==> config.mk <==
export PLATFORM = sky130hd
export DESIGN_NAME = matrix_mult_lanes
export DESIGN_NICKNAME = d
export VERILOG_FILES = /design/src/rtl/matrix_mult_lanes.sv
export SDC_FILE = /design/constraint.sdc
export NUM_CORES = 2
export LEC_CHECK = 0
export BUFFER_PORTS_ARGS = -buffer_cell sky130_fd_sc_hd__buf_4
export CORE_ASPECT_RATIO = 0.9
export CORE_MARGIN = 1.5
export CORE_UTILIZATION = 50
export CTS_BUF_LIST = sky130_fd_sc_hd__clkbuf_8
export CTS_CLUSTER_SIZE = 40
export DETAILED_ROUTE_END_ITERATION = 7
export GPL_TIMING_DRIVEN = 0
export HOLD_SLACK_MARGIN = 0.02
export PLACE_DENSITY = 0.78
export SLEW_MARGIN = 20
export SYNTH_ARGS = -nofsm -noshare
export SYNTH_HDL_FRONTEND = slang
export SYNTH_SLANG_ARGS = --single-unit
==> constraint.sdc <==
create_clock -name clk -period 15.8 [get_ports clk]
set_input_delay 0.79 -clock clk [delete_from_list [all_inputs] [get_ports clk]]
set_output_delay 0.79 -clock clk [all_outputs]
set_load 0.02 [all_outputs]
==> src/rtl/matrix_mult_lanes.sv <==
// rtl/matrix_mult_lanes.sv - multi-lane matrix multiply engine C = A x B with saturation
//
// Computes one row of C per pass: reads row m of A, then walks the B^T weight
// groups, producing LANES output features per group, and writes the row out.
// Ports:
//   clk, rst            clock, asynchronous active-high reset
//   start, signedMode   job request (sampled in IDLE), operand mode captured on accept
//   inputData           row of A from the A buffer (1-cycle synchronous read)
//   weightData          LANES rows of B^T from the weight buffer (1-cycle synchronous read)
//   inputAddr           A row read address
//   weightAddr          weight group read address
//   outputData          row of C, held between writes
//   outputAddr          C row write address
//   outputWrEn          one-cycle write strobe
//   busy, done          job in progress, one-cycle completion pulse
//   satFlag             sticky saturation indicator for the current/last job
module matrix_mult_lanes #(
    parameter int BATCH_SIZE          = 8,
    parameter int LOG_BATCH_SIZE      = 3,
    parameter int INPUT_FEATURES      = 4,
    parameter int LOG_INPUT_FEATURES  = 2,
    parameter int OUTPUT_FEATURES     = 8,
    parameter int LOG_OUTPUT_FEATURES = 3,
    parameter int LANES               = 2,
    parameter int LOG_LANES           = 1,
    parameter int INPUT_WIDTH         = 4,
    parameter int WEIGHT_WIDTH        = 8,
    parameter int OUTPUT_WIDTH        = 16
) (
    input  logic                                          clk,
    input  logic                                          rst,
    input  logic                                          start,
    input  logic                                          signedMode,
    input  logic [INPUT_FEATURES*INPUT_WIDTH-1:0]         inputData,
    input  logic [LANES*INPUT_FEATURES*WEIGHT_WIDTH-1:0]  weightData,
    output logic [LOG_BATCH_SIZE-1:0]                     inputAddr,
    output logic [LOG_OUTPUT_FEATURES-LOG_LANES-1:0]      weightAddr,
    output logic [OUTPUT_FEATURES*OUTPUT_WIDTH-1:0]       outputData,
    output logic [LOG_BATCH_SIZE-1:0]                     outputAddr,
    output logic                                          outputWrEn,
    output logic                                          busy,
    output logic                                          done,
    output logic                                          satFlag
);

    localparam int GROUPS = OUTPUT_FEATURES / LANES;
    localparam int GW     = LOG_OUTPUT_FEATURES - LOG_LANES;
    localparam int PW     = INPUT_WIDTH + WEIGHT_WIDTH;
    localparam int ACCW   = PW + LOG_INPUT_FEATURES;
    // Wide enough to hold any accumulator value and both clamp bounds.
    localparam int WIDE   = ACCW + OUTPUT_WIDTH + 1;
    localparam int ROWW   = OUTPUT_FEATURES * OUTPUT_WIDTH;
    localparam int LANEW  = INPUT_FEATURES * WEIGHT_WIDTH;

    typedef enum logic [2:0] {
        IDLE,
        LOAD,
        ISSUE,
        DRAIN,
        WRITE
    } state_t;

    state_t                state;
    state_t                nextState;
    logic [LOG_BATCH_SIZE-1:0] rowCnt;
    logic [GW-1:0]         group;
    logic                  modeSigned;
    // Group issued in the previous cycle; its weights are valid this cycle.
    logic                  issuedValid;
    logic [GW-1:0]         issuedGroup;
    logic [ROWW-1:0]       rowBuffer;
    logic [ROWW-1:0]       rowNext;
    logic [ROWW-1:0]       outRow;
    logic                  doneReg;
    logic                  satReg;
    logic                  satHit;
    logic [OUTPUT_WIDTH:0] laneOut [LANES];

    // Dot product of one A row with one B^T row, saturated to OUTPUT_WIDTH.
    // Returns {clamped, result}. Products are formed on sign/zero-extended
    // operands; the low PW bits are exact for both modes.
    function automatic logic [OUTPUT_WIDTH:0] laneDot(
        input logic [INPUT_FEATURES*INPUT_WIDTH-1:0] row,
        input logic [LANEW-1:0]                      wts,
        input logic                                  sgn
    );
        logic [INPUT_WIDTH-1:0]  a;
        logic [WEIGHT_WIDTH-1:0] w;
        logic [PW-1:0]           aExt;
        logic [PW-1:0]           wExt;
        logic [PW-1:0]           prod;
        logic [ACCW-1:0]         acc;
        logic [WIDE-1:0]         wide;
        logic [WIDE-1:0]         maxU;
        logic [WIDE-1:0]         maxS;
        logic [WIDE-1:0]         minS;
        logic [OUTPUT_WIDTH-1:0] res;
        logic                    sat;
        acc = '0;
        for (int k = 0; k < INPUT_FEATURES; k++) begin
            a    = row[k*INPUT_WIDTH +: INPUT_WIDTH];
            w    = wts[k*WEIGHT_WIDTH +: WEIGHT_WIDTH];
            aExt = sgn ? {{WEIGHT_WIDTH{a[INPUT_WIDTH-1]}}, a} : {{WEIGHT_WIDTH{1'b0}}, a};
            wExt = sgn ? {{INPUT_WIDTH{w[WEIGHT_WIDTH-1]}}, w} : {{INPUT_WIDTH{1'b0}}, w};
            prod = aExt * wExt;
            acc  = acc + (sgn ? {{LOG_INPUT_FEATURES{prod[PW-1]}}, prod}
                              : {{LOG_INPUT_FEATURES{1'b0}}, prod});
        end
        wide = sgn ? {{(WIDE-ACCW){acc[ACCW-1]}}, acc} : {{(WIDE-ACCW){1'b0}}, acc};
        maxU = {{(WIDE-OUTPUT_WIDTH){1'b0}}, {OUTPUT_WIDTH{1'b1}}};
        maxS = {{(WIDE-OUTPUT_WIDTH+1){1'b0}}, {(OUTPUT_WIDTH-1){1'b1}}};
        minS = {{(WIDE-OUTPUT_WIDTH+1){1'b1}}, {(OUTPUT_WIDTH-1){1'b0}}};
        sat  = 1'b0;
        res  = wide[OUTPUT_WIDTH-1:0];
        if (sgn) begin
            if ($signed(wide) > $signed(maxS)) begin
                res = {1'b0, {(OUTPUT_WIDTH-1){1'b1}}};
                sat = 1'b1;
            end else if ($signed(wide) < $signed(minS)) begin
                res = {1'b1, {(OUTPUT_WIDTH-1){1'b0}}};
                sat = 1'b1;
            end
        end else if (wide > maxU) begin
            res = {OUTPUT_WIDTH{1'b1}};
            sat = 1'b1;
        end
        return {sat, res};
    endfunction

    for (genvar l = 0; l < LANES; l++) begin : gLane
        assign laneOut[l] = laneDot(inputData, weightData[l*LANEW +: LANEW], modeSigned);
    end

    // Merge the lanes of the group whose weights arrived this cycle into the row.
    always_comb begin
        rowNext = rowBuffer;
        satHit  = 1'b0;
        if (issuedValid) begin
            for (int l = 0; l < LANES; l++) begin
                rowNext[(int'(issuedGroup)*LANES + l)*OUTPUT_WIDTH +: OUTPUT_WIDTH] =
                    laneOut[l][OUTPUT_WIDTH-1:0];
                satHit = satHit | laneOut[l][OUTPUT_WIDTH];
            end
        end
    end

    always_comb begin
        nextState  = state;
        busy       = (state != IDLE);
        outputWrEn = (state == WRITE);
        case (state)
            IDLE:    if (start) nextState = LOAD;
            LOAD:    nextState = ISSUE;
            ISSUE:   if (group == GW'(GROUPS - 1)) nextState = DRAIN;
            DRAIN:   nextState = WRITE;
            WRITE:   nextState = (rowCnt == LOG_BATCH_SIZE'(BATCH_SIZE - 1)) ? IDLE : LOAD;
            default: nextState = IDLE;
        endcase
    end

    always_ff @(posedge clk or posedge rst) begin
        if (rst) begin
            state       <= IDLE;
            rowCnt      <= '0;
            group       <= '0;
            modeSigned  <= 1'b0;
            issuedValid <= 1'b0;
            issuedGroup <= '0;
            rowBuffer   <= '0;
            outRow      <= '0;
            doneReg     <= 1'b0;
            satReg      <= 1'b0;
        end else begin
            state       <= nextState;
            doneReg     <= 1'b0;
            issuedValid <= (state == ISSUE);
            issuedGroup <= group;
            rowBuffer   <= rowNext;
            if (state == DRAIN) outRow <= rowNext;
            if (satHit) satReg <= 1'b1;
            case (state)
                IDLE: begin
                    if (start) begin
                        rowCnt     <= '0;
                        group      <= '0;
                        modeSigned <= signedMode;
                        satReg     <= 1'b0;
                    end
                end
                ISSUE: begin
                    group <= (group == GW'(GROUPS - 1)) ? '0 : group + 1'b1;
                end
                WRITE: begin
                    if (rowCnt == LOG_BATCH_SIZE'(BATCH_SIZE - 1)) doneReg <= 1'b1;
                    else rowCnt <= rowCnt + 1'b1;
                end
                default: ;
            endcase
        end
    end

    assign inputAddr  = rowCnt;
    assign outputAddr = rowCnt;
    assign weightAddr = group;
    assign outputData = outRow;
    assign done       = doneReg;
    assign satFlag    = satReg;

endmodule

==> flow_summary_export.csv <==
group,metric,value,unit
logic_synthesis,synth_top_family_by_area,"adder cells",
logic_synthesis,synth_edf_count,0,
logic_synthesis,syn_nets,3386,
floorplanning,initial_utilization,50.90,%
logic_synthesis,syn_area_per_cell,9.754,µm²
clock_tree,cts_resized,0,
min_path,min_path_type,"in2async",
floorplanning,die_w,245.5,µm
routing,drt_iter0_drc,1185,
place,dp_hpwl,53960,µm
logic_synthesis,post_synth_num_cell_types,52,
worst_setup_path,rrSetupSlack,4.51,ns
logic_synthesis,synth_area_leaders,"dfrtp_1, fa_1, ha_1",
worst_setup_path,critPathCaptureType,"flop",
clock_tree,htreeDepth,2,
clock_tree,cts.clk_slew.worst_paths,0.06,ns
grt,grt_usage,24.61,%
routing,via_per_inst,5.239,
flow_run,cap_violations,0,
grt,antenna_found_initial,0,
routing,vias,19330,
routing,drt_first_pass_iters,5,
sta,hold_viol,0,
sta,tightest_slew,1.086,ns
place,io_buffers,219,
logic_synthesis,yosys_warnings,0,
floorplanning,fp.coreArea,51990,µm²
place,gp_congestion,0.9315,
cells_and_area,layout-drive-gt1-share,11.20,%
worst_setup_path,cp_slowest_cell,"clkbuf_1",
sta,maxSlewHeadroom,27.63,%
routing,remaining_drc_errors,0,
cells_and_area,final_cell_mix,"inv_1, nand2_1, fa_1",
grt,grt-ovfl-total,0,
routing,ant_nets,0,
worst_setup_path,arrival,11.71,ns
logic_synthesis,synth-simple-area-share,11.84,%
logic_synthesis,synth_seq_cells,270,
logic_synthesis,postSynthCellCount,2713,
logic_synthesis,synthFlopType,"dfrtp_1",
cells_and_area,nets,3649,
grt,grt_max_degree,112,
worst_setup_path,max_stage_delay,0.87,ns
cells_and_area,multi_input_area,17310,µm²
worst_setup_path,worstPathMaxFanout,10,
cells_and_area,n_antenna_cell,0,
clock_tree,cts_tree,"yes",
sta,max_clock_freq,0.08856,GHz
grt,use_met2,40.79,%
worst_setup_path,required,16.21,ns
floorplanning,rows,79,
clock_tree,clk_latency,0.54,ns
sta,period_minus_slack,11.29,ns
logic_synthesis,yosys.area_share.adder,37.04,%
cells_and_area,syn_to_final_growth,12.67,%
sta,grt_setup_unrepaired,"no",
floorplanning,die_area,54310,µm²
sta,setup_violations,0,
cells_and_area,final_common_cell,"inv_1",
clock_tree,cts.hold.buffers_added,0,
grt,groute.layer.met3.usage,3.202,%
logic_synthesis,synth_mux_area_share,2.147,%
cells_and_area,nFillCells,4472,
sta,finalCritPeriodShare,71.47,%
worst_setup_path,crit_top_cell,"fa_1",
routing,drt-total-wl,65210,µm
grt,grt_pass1_vias,19840,
worst_setup_path,path_class,"reg2reg",
sta,clock_skew,0.02127,ns
worst_setup_path,cp-start-kind,"flop",
clock_tree,clockBufferDepth,3,
logic_synthesis,yosysTopAreaCellShare,25.53,%
clock_tree,numCtsBuffers,40,
logic_synthesis,yosysSeqAreaShare,25.53,%
logic_synthesis,yosysTopAreaCell,"dfrtp_1",
sta,setup_tns,0,ns
floorplanning,io_pins,224,
sta,slew_viol_final,0,
floorplanning,die_h,221.2,µm
grt,grt.met1_usage,33.44,%
grt,busiest_layer,"met2",
status,status,"finished clean",
logic_synthesis,netlist_area,26460,µm²
clock_tree,root_buffer,"clkbuf_8",
logic_synthesis,synth_compound_area_share,7.882,%
logic_synthesis,async_flop_share,100.0,%
logic_synthesis,synthXorXnorAreaFrac,6.431,%
clock_tree,cts_setup_buffers,0,
grt,grt_first_pass_wirelength,106000,µm
routing,avgRoutedWirePerCell,17.68,µm
clock_tree,cts.sinks,270,
cells_and_area,seqCellArea,6756,µm²
==> synth_stat cells (all sizes together), types with 2 or more instances <==
library cell	n
and2	134
xnor3	3
o311a	2
nor3	12
a31oi	2
ha	265
or3	4
o31ai	14
mux2	46
nand2	403
xor2	36
buf	8
dfrtp	270
nand3b	2
nand2b	13
o21bai	23
nand4	3
a21o	20
a22o	82
nor2	37
xnor2	146
a32o	16
clkbuf	80
or4	2
nand3	15
nor2b	3
inv	552
mux2i	2
and3	47
a21oi	68
a211oi	2
fa	324
o21ai	62
o21a	5
==> metrics by stage <==
stage | worst slack (ns) | area, µm² | hold slack (ns) | utilization (%) | std cells
floorplan | 7.571 | 26460 | 0.4434 | - | 2713
global placement | 4.763 | 28970 | 0.4569 | 55.71 | 3620
detailed placement | 4.487 | 29030 | 0.4570 | 55.83 | 3622
CTS | 4.430 | 29800 | 0.3192 | 57.32 | 3689
global route | 4.140 | 29810 | 0.3420 | 57.34 | 3689
finish | 4.508 | 29810 | 0.3003 | 57.34 | 3689
==> layout make-up <==
class | instances | share of cell area, %
Clock buffer | 48 | 2.216
Timing Repair Buffer | 221 | 5.699
Multi-Input combinational cell | 1803 | 58.05
Tap cell | 688 | 2.887
Buffer | 88 | 1.146
Sequential cell | 270 | 22.66
Clock inverter | 19 | 0.3693
Inverter | 552 | 6.975
==> routing by layer <==
| layer | part of all wire (%) | vias up |
|---|---|---|
| li1 | - | 8990 |
| met4 | 3.2 | 0 |
| met5 | 0 | - |
| met3 | 6.1 | 108 |
| met2 | 48 | 623 |
| met1 | 43 | 9605 |
==> worst paths after layout <==
check | start | endpoint | depth (start not counted)
max | modeSigned | outputData[14] | 29
min | rst | outputData[26] | 2
max reg2reg | modeSigned | outputData[14] | 29
min reg2reg | weightAddr[0] | issuedGroup[0] | 0
max in group asynchronous | rst | rowBuffer[84] | 4
min in group clk | weightAddr[0] | issuedGroup[0] | 0
==> cell families (layout without fill, tap and decap cells) <==
group,Yosys count,after routing
and+or+nand+nor,680,680
DFF,270,270
xor gates and xnor gates,186,186
AOI/OAI and AO/OA,300,300
muxes,48,48
adders and majority gates,589,589
buffers and inverters,640,928
==> worst max-delay path, delay by kind of cell, from the launching register on <==
| kind | cells | cell delay [ns] |
|---|---|---|
| compound gates | 2 | 0.58 |
| xor+xnor | 7 | 1.98 |
| fa+ha+maj | 8 | 4.00 |
| buf+inv | 8 | 3.10 |
| flops | 1 | 0.61 |
| mux | 1 | 0.27 |
| simple gates | 3 | 0.64 |
==> state kept, by name (all words and copies together) (netlist names) <==
register	count
outputData	128
rowBuffer	128
inputAddr	3
state	3
issuedGroup	2
weightAddr	2
done	1
issuedValid	1
modeSigned	1
satFlag	1
Power is left out: the tool's default activity adds up to more than one toggle a clock period on the data nets, which glitch-free logic cannot reach.
